$ cat config.mk
export PLATFORM = sky130hd
export DESIGN_NAME = regfile_scoreboard
export DESIGN_NICKNAME = d
export VERILOG_FILES = /design/src/rtl/regfile_scoreboard.sv
export SDC_FILE = /design/constraint.sdc
export NUM_CORES = 2
export LEC_CHECK = 0
export BUFFER_PORTS_ARGS = -buffer_cell sky130_fd_sc_hd__buf_4
export CORE_ASPECT_RATIO = 0.8
export CORE_MARGIN = 2
export CORE_UTILIZATION = 55
export CTS_CLUSTER_SIZE = 16
export DETAILED_ROUTE_END_ITERATION = 12
export PLACE_DENSITY = 0.8
export SETUP_SLACK_MARGIN = 0.4
export SYNTH_ARGS = -nofsm -noshare
export SYNTH_HDL_FRONTEND = slang
export SYNTH_SLANG_ARGS = --single-unit
$ cat constraint.sdc
create_clock -name clk -period 74 [get_ports clk]
set_clock_uncertainty 0.1 [all_clocks]
set_input_delay 7.4 -clock clk [delete_from_list [all_inputs] [get_ports clk]]
set_output_delay 7.4 -clock clk [all_outputs]
set_load 0.02 [all_outputs]
$ cat src/rtl/regfile_scoreboard.sv
// regfile_scoreboard: register-fetch storage with a per-register pending-write scoreboard.
// Register 0 reads as zero; LO/HI sit at NUM_REGS-2 / NUM_REGS-1 and are written only
// through hilo_we. General registers 1..NUM_REGS-3 carry a saturating pending counter.
// Optional feature: define REGFILE_BYPASS_EN to forward same-cycle writeback data to reads.
module regfile_scoreboard #(
    parameter int unsigned DATA_W   = 32,
    parameter int unsigned NUM_REGS = 32,
    parameter int unsigned NUM_RD   = 2,
    parameter int unsigned MAX_PEND = 5,
    parameter int unsigned AW       = $clog2(NUM_REGS),
    parameter int unsigned CW       = $clog2(MAX_PEND + 1)
) (
    input  logic                     clk,
    input  logic                     rst,
    input  logic [NUM_RD*AW-1:0]     rd_addr,
    output logic [NUM_RD*DATA_W-1:0] rd_data,
    output logic [NUM_RD-1:0]        rd_busy,
    input  logic                     claim_valid,
    input  logic [AW-1:0]            claim_addr,
    output logic                     claim_ready,
    input  logic                     wb_valid,
    input  logic [AW-1:0]            wb_addr,
    input  logic [DATA_W-1:0]        wb_data,
    input  logic                     hilo_we,
    input  logic [DATA_W-1:0]        lo_data,
    input  logic [DATA_W-1:0]        hi_data,
    output logic                     err_underflow
);

    // Arrays cover the full address space so every address indexes in range;
    // entries at or above NUM_REGS are never written and stay zero.
    localparam int unsigned NUM_ENT = 1 << AW;
    localparam int unsigned LO_IDX  = NUM_REGS - 2;
    localparam int unsigned HI_IDX  = NUM_REGS - 1;
    localparam logic [CW-1:0] MAX_CNT = CW'(MAX_PEND);

    logic [DATA_W-1:0] regs_q [NUM_ENT];
    logic [DATA_W-1:0] regs_d [NUM_ENT];
    logic [CW-1:0]     cnt_q  [NUM_ENT];
    logic [CW-1:0]     cnt_d  [NUM_ENT];
    logic              err_q;
    logic              err_d;

    logic claim_acc;
    logic wb_act;
    logic same_reg;

    // True only for scoreboarded registers (excludes zero, LO, HI and unused addresses).
    function automatic logic is_gen(input logic [AW-1:0] a);
        return (a != '0) && (32'(a) < NUM_REGS - 2);
    endfunction

    // claim_ready looks at claim_addr and the stored count only.
    assign claim_ready = !(is_gen(claim_addr) && (cnt_q[claim_addr] == MAX_CNT));
    assign claim_acc   = claim_valid && claim_ready && is_gen(claim_addr);
    assign wb_act      = wb_valid && is_gen(wb_addr);
    assign same_reg    = claim_acc && wb_act && (claim_addr == wb_addr);

    assign err_underflow = err_q;

    // Next-state for data, pending counters and the sticky underflow flag.
    always_comb begin
        for (int unsigned i = 0; i < NUM_ENT; i++) begin
            regs_d[i] = regs_q[i];
            cnt_d[i]  = cnt_q[i];
            if (wb_act && (wb_addr == AW'(i))) begin
                regs_d[i] = wb_data;
            end
            if (claim_acc && (claim_addr == AW'(i)) && !(wb_act && (wb_addr == AW'(i)))) begin
                cnt_d[i] = cnt_q[i] + CW'(1);
            end else if (wb_act && (wb_addr == AW'(i)) &&
                         !(claim_acc && (claim_addr == AW'(i))) && (cnt_q[i] != '0)) begin
                cnt_d[i] = cnt_q[i] - CW'(1);
            end
        end
        if (hilo_we) begin
            regs_d[LO_IDX] = lo_data;
            regs_d[HI_IDX] = hi_data;
        end
        // A matching same-cycle claim covers the writeback, so no underflow then.
        err_d = err_q | (wb_act && (cnt_q[wb_addr] == '0) && !same_reg);
    end

    // State registers with asynchronous active-high reset.
    always_ff @(posedge clk or posedge rst) begin
        if (rst) begin
            for (int unsigned i = 0; i < NUM_ENT; i++) begin
                regs_q[i] <= '0;
                cnt_q[i]  <= '0;
            end
            err_q <= 1'b0;
        end else begin
            for (int unsigned i = 0; i < NUM_ENT; i++) begin
                regs_q[i] <= regs_d[i];
                cnt_q[i]  <= cnt_d[i];
            end
            err_q <= err_d;
        end
    end

    for (genvar p = 0; p < NUM_RD; p++) begin : g_rd
        logic [AW-1:0]     addr;
        logic [DATA_W-1:0] data;
        logic              busy;

        assign addr = rd_addr[p*AW +: AW];

        // Combinational operand read with busy status.
        always_comb begin
            data = regs_q[addr];
            busy = (cnt_q[addr] != '0);
`ifdef REGFILE_BYPASS_EN
            // Forwarded read reports the count the register will hold after the edge.
            if (wb_act && (wb_addr == addr)) begin
                data = wb_data;
                busy = (cnt_d[addr] != '0);
            end
`endif
        end

        assign rd_data[p*DATA_W +: DATA_W] = data;
        assign rd_busy[p]                  = busy;
    end

endmodule

## After elaboration in Yosys (flattened, before gate mapping)

Index checks and enable logic that the tools add are counted.

| cells by class | value |
|---|---|
| bitwise logic cells | 5 |
| magnitude comparators | 6 |
| reduce and logical (&&, ||, !) cells | 309 |
| add/subtract/negate cells | 64 |
| equal/unequal tests | 64 |
| mux-type cells | 85 |

Operator list:

| cell | count |
|---|---|
| $bmux 32 s5 | 2 |
| $mux 3 | 72 |
| $mux 32 | 6 |
| $logic_and 1x1->1 | 170 |
| $eq 5x5->1 const B | 32 |
| $reduce_bool 3->1 | 34 |
| $add 3x1->3 const B | 32 |
| $sub 3x1->3 const B | 32 |
| $eq 5x4->1 const B | 16 |
| $reduce_bool 2->1 | 34 |
| $logic_not 1->1 | 66 |
| $mux 64 | 1 |
| $bmux 3 s5 | 4 |
| $eq 5x3->1 const B | 8 |
| $ge 6x6->1 const B | 4 |
| $not 5->6 | 4 |
| $eq 5x2->1 const B | 4 |
| $eq 5x1->1 const B | 2 |
| $logic_not 5->1 | 2 |
| $lt 5x5->1 const B | 2 |
| $reduce_bool 5->1 | 2 |
| $eq 5x5->1 | 1 |
| $eq 3x3->1 const B | 1 |
| $logic_not 3->1 | 1 |
| $or 1x1->1 | 1 |

| storage, ports and cells | value |
|---|---|
| register bits after elaboration | 1121 |
| logic and storage cells | 598 |

## Depth between registers and ports, before layout

| depth | value |
|---|---|
| depth in word-level cells | 15 |
| mapped depth | 16 |
| gate-level depth less buffers | 11 |

## Least setup slack after synthesis

Ideal clock, no wire load.

| timing | value |
|---|---|
| path kind | input-to-output |
| from | in rd_addr[0] |
| to | out rd_data[19] |
| setup slack | 56737 ps |
| stages on the path | 7 |
| arrival | 9763 ps |
| cell sequence | clkbuf_1 buf_2 buf_1 clkbuf_1 mux4_2 mux4_2 mux2_2 |

| on the way | value |
|---|---|
| longest elaborated chain between the ends | 4 |

RTL lines:

| what | RTL line | source |
|---|---|---|
| start: declaration | 15 | `input logic [NUM_RD*AW-1:0] rd_addr,` |
| $not 5->6 (not written as such) | 110 | `data = regs_q[addr];` |
| $bmux 32 s5 | 110 |  |
| $mux 32 (not written as such) (2 in a row) | 110 |  |
| end: declaration | 16 | `output logic [NUM_RD*DATA_W-1:0] rd_data,` |

Every way passes these cells. The select of a mux whose other input is x is not followed.

## Final worst setup path

| timing | value |
|---|---|
| from | in rd_addr[5] |
| to | out rd_data[42] |

The elaborated chain is that of the path after synthesis.

==> summary.md <==
| Metric | Value |
|---|---|
| Worst-path clk slew | 0.06 ns |
| WL/cell | 29.4 µm |
| # nets final | 4699 |
| Register area share after synthesis | 0.449 |
| Distinct cells, synth | 87 |
| Crit end category | output pin |
| Simple-gate share of the synthesized area | 0.0853 |
| Endpoint with the worst hold slack | regs_q[1010]$_DFFE_PP0P_ |
| Hold Crit Depth | 0 |
| Hold buffer count at cts | 0 |
| Mux contribution to synthesized area | 0.391 |
| Setup bufs post-CTS | 0 |
| Mapped Nets | 4796 |
| Row Count | 110 |
| CTS max path bufs | 3 |
| Port Buffers | 188 |
| Final Hold Fails | 0 |
| Max VDD drop | 0.0221 mV |
| Chip Width | 381 µm |
| Post-DP HPWL | 102000 µm |
| Synthesis-to-layout area growth | 9.94% |
| RSZ-0062 raised after global routing | no |
| Relative slew slack | 0.159 |
| DRT Wirelength | 181000 µm |
| Least-Margin Pin Slew | 1.26 ns |
| Most numerous cell in the Yosys netlist | dfrtp_1 |
| Mapped Area | 62500 µm² |
| Synth cell count leaders | dfrtp_1, nand2_1, mux2_2 |
| FF-to-FF setup slack | 69.92 ns |
| Grt total ovfl | 0 |
| Cell taking the most area after synthesis | dfrtp_1 |
| Gate count of the mapped netlist | 4646 |
| GR Util All Layers | 0.315 |
| Largest family of logic cells by synthesized area | multiplexers |
| Die height | 305 µm |
| First drt pass iteration count | 5 |
| Compound-Gate Fraction of Synth Area | 0.0279 |
| Syn Area/Cell | 13.4 µm² |
| R2r startpoint | cnt_q[48]$_DFFE_PP0P_ |
| Tmin final | 19.81 ns |
| Synth top area share | 0.449 |
| Crit-path cells | buf_8 -> buf_4 -> buf_4 -> buf_4 -> mux4_2 -> mux4_2 -> mux2_2 -> buf_4 |
| Total negative slack | 0 ns |
| CTS root buffer | clkbuf_16 |
| Final cell count without fillers | 6154 |
| Delay-heaviest family, CP | buffers and inverters |
| Initial drt markers | 5755 |
| Yosys reg bits | 1121 |
| First-pass GRT wire length | 276000 µm |
| Die ar. | 116000 µm² |
| Worst skew pair latency | 0.74 ns |
| Synth area leaders | dfrtp_1, mux4_2, mux2_2, nand2_1, clkbuf_1 |
| Critical Path AT | 12.31 ns |
| Post-CTS resize count | 0 |
| Initial antenna violation count | 6 |
| Final Wtd Congestion | 0.891 |
| Post-synthesis adder-cell area fraction | 0.00930 |
| Worst r2r dst | cnt_q[8]$_DFFE_PP0P_ |
| Endpoints failing setup | 0 |
| Critical Path Fanout Max | 75 |
| Final slew viol count | 0 |
| Reg2reg path depth | 11 |
| Highest-delay cell along the critical path | buf_4 |
| Routed vias | 42.5k |
| Power Dens Cells | 28.3 nW/µm² |
| YS warnings | 0 |
| Clock Sinks | 1121 |
| Post-synth EDFFs | 0 |
| Num CTS Buffers | 109 |
| Async SR Flop Fraction | 1.00 |
| Period utilization | 0.268 |
| Hold_sp | regs_q[1010]$_DFFE_PP0P_ |
| H-tree depth | 3 |
| P_leak | 0.0300 µW |
| Layout cells sized above 1 | 0.427 |
| Max-cap check violation count | 0 |
| Main flop type after synthesis | dfrtp_1 |
| Buf+Inv Stages, Crit Path | 5 |
| Boundary pin count | 189 |
| Drc violations | 0 |
| Most frequent CP cell | buf_4 |
| Initial core utilization | 0.555 |
| Core area | 113000 µm² |
| CP Class | in -> out |
| Slowest stage delay, CP | 0.87 ns |
| Status | complete, no violations |
| Post-route ant nets | 0 |
| Largest net degree at the start of global routing | 209 |
| Worst setup SP type | input port |
| CTS tree | done |
| F_max | 50.5 MHz |
| Worst Hold Class | reg -> reg |
| Synth Area in XOR/XNOR | 0.00547 |
| Critical path required time | 66.50 ns |
| Cells after DPL | 5950 |
| Via density | 6.91 |
| Vias in the first global route | 43.2k |
## per-layer routing
| layer | global-route usage | vias up | part of all wire |
|---|---|---|---|
| met5 | 0 | - | 0.0014 |
| met1 | 0.433 | 22261 | 0.38 |
| li1 | - | 17017 | - |
| met2 | 0.474 | 2709 | 0.46 |
| met4 | 0.124 | 8 | 0.044 |
| met3 | 0.0949 | 512 | 0.12 |
## sequential cells by signal, summed over array words and instances (netlist names)
| signal | flops |
|---|---|
| regs_q | 1024 |
| err_underflow | 1 |
| cnt_q | 96 |
## metrics by stage
| step | util | hold WS [ns] | instance area, µm² | power, µW | setup WS [ns] |
|---|---|---|---|---|---|
| after floorplan | - | 0.341 | 62500 | 1200 | 34.93 |
| after global placement | 0.575 | 0.276 | 64700 | 1300 | 54.06 |
| after detailed placement | 0.575 | 0.282 | 64700 | 1330 | 53.97 |
| after CTS | 0.610 | 0.297 | 68700 | 1940 | 53.99 |
| after global routing | 0.610 | 0.307 | 68700 | 2020 | 53.68 |
| final | 0.610 | 0.294 | 68700 | 1940 | 54.19 |
## placed cells by master (no fill, tap or decap), drive strengths merged, types with 19 or more instances in the layout
cell type,instances
nor2b,21
nor3,54
xor2,26
nand2,945
nor4,19
inv,32
bufinv,20
o21ai,35
mux2,778
nand2b,26
buf,266
a21oi,28
mux4,676
clkbuf,143
dfrtp,1121
nor2,76
mux2i,44
clkinv,34
fa,29
nand3,30
## power by group
part | total, µW | switching, µW | internal, µW
Combinational | 478 | 208 | 270
Clock | 614 | 255 | 359
Sequential | 852 | 116 | 737
Total | 1940 | 579 | 1370
## area by class of cell
cell class              count  area [µm²]
fillers                  8234       43900
clock buffers             143        3030
well taps                1512        1890
diodes                      3        7.51
clock inverters            58         888
repair buffers            266        2100
multi-input cells        3022       32600
flip-flops and latches   1121       28100
inverters                  29         116
## kinds of logic (layout without fill, tap and decap cells)
| kind of cell | count (synthesis) | in the layout |
|---|---|---|
| xor gates and xnor gates | 39 | 39 |
| buffers and inverters | 503 | 496 |
| muxes | 1498 | 1498 |
| adders and majority gates | 29 | 29 |
| AOI/OAI and AO/OA | 192 | 192 |
| DFF | 1121 | 1121 |
| other | 0 | 3 |
| and+or+nand+nor | 1264 | 1264 |
## worst max path at each step
stage / startpoint / to / slack [ns] / cells past startpoint
2_1_floorplan: rst / cnt_q[0]$_DFFE_PP0P_ / 34.93 / 1
4_1_cts: rd_addr[5] / rd_data[42] / 53.99 / 8
3_3_place_gp: rd_addr[5] / rd_data[42] / 54.06 / 8
6_report: rd_addr[5] / rd_data[42] / 54.19 / 8
5_1_grt: rd_addr[5] / rd_data[42] / 53.68 / 8
3_5_place_dp: rd_addr[5] / rd_data[42] / 53.97 / 8
(Power assumes the default switching activity.)
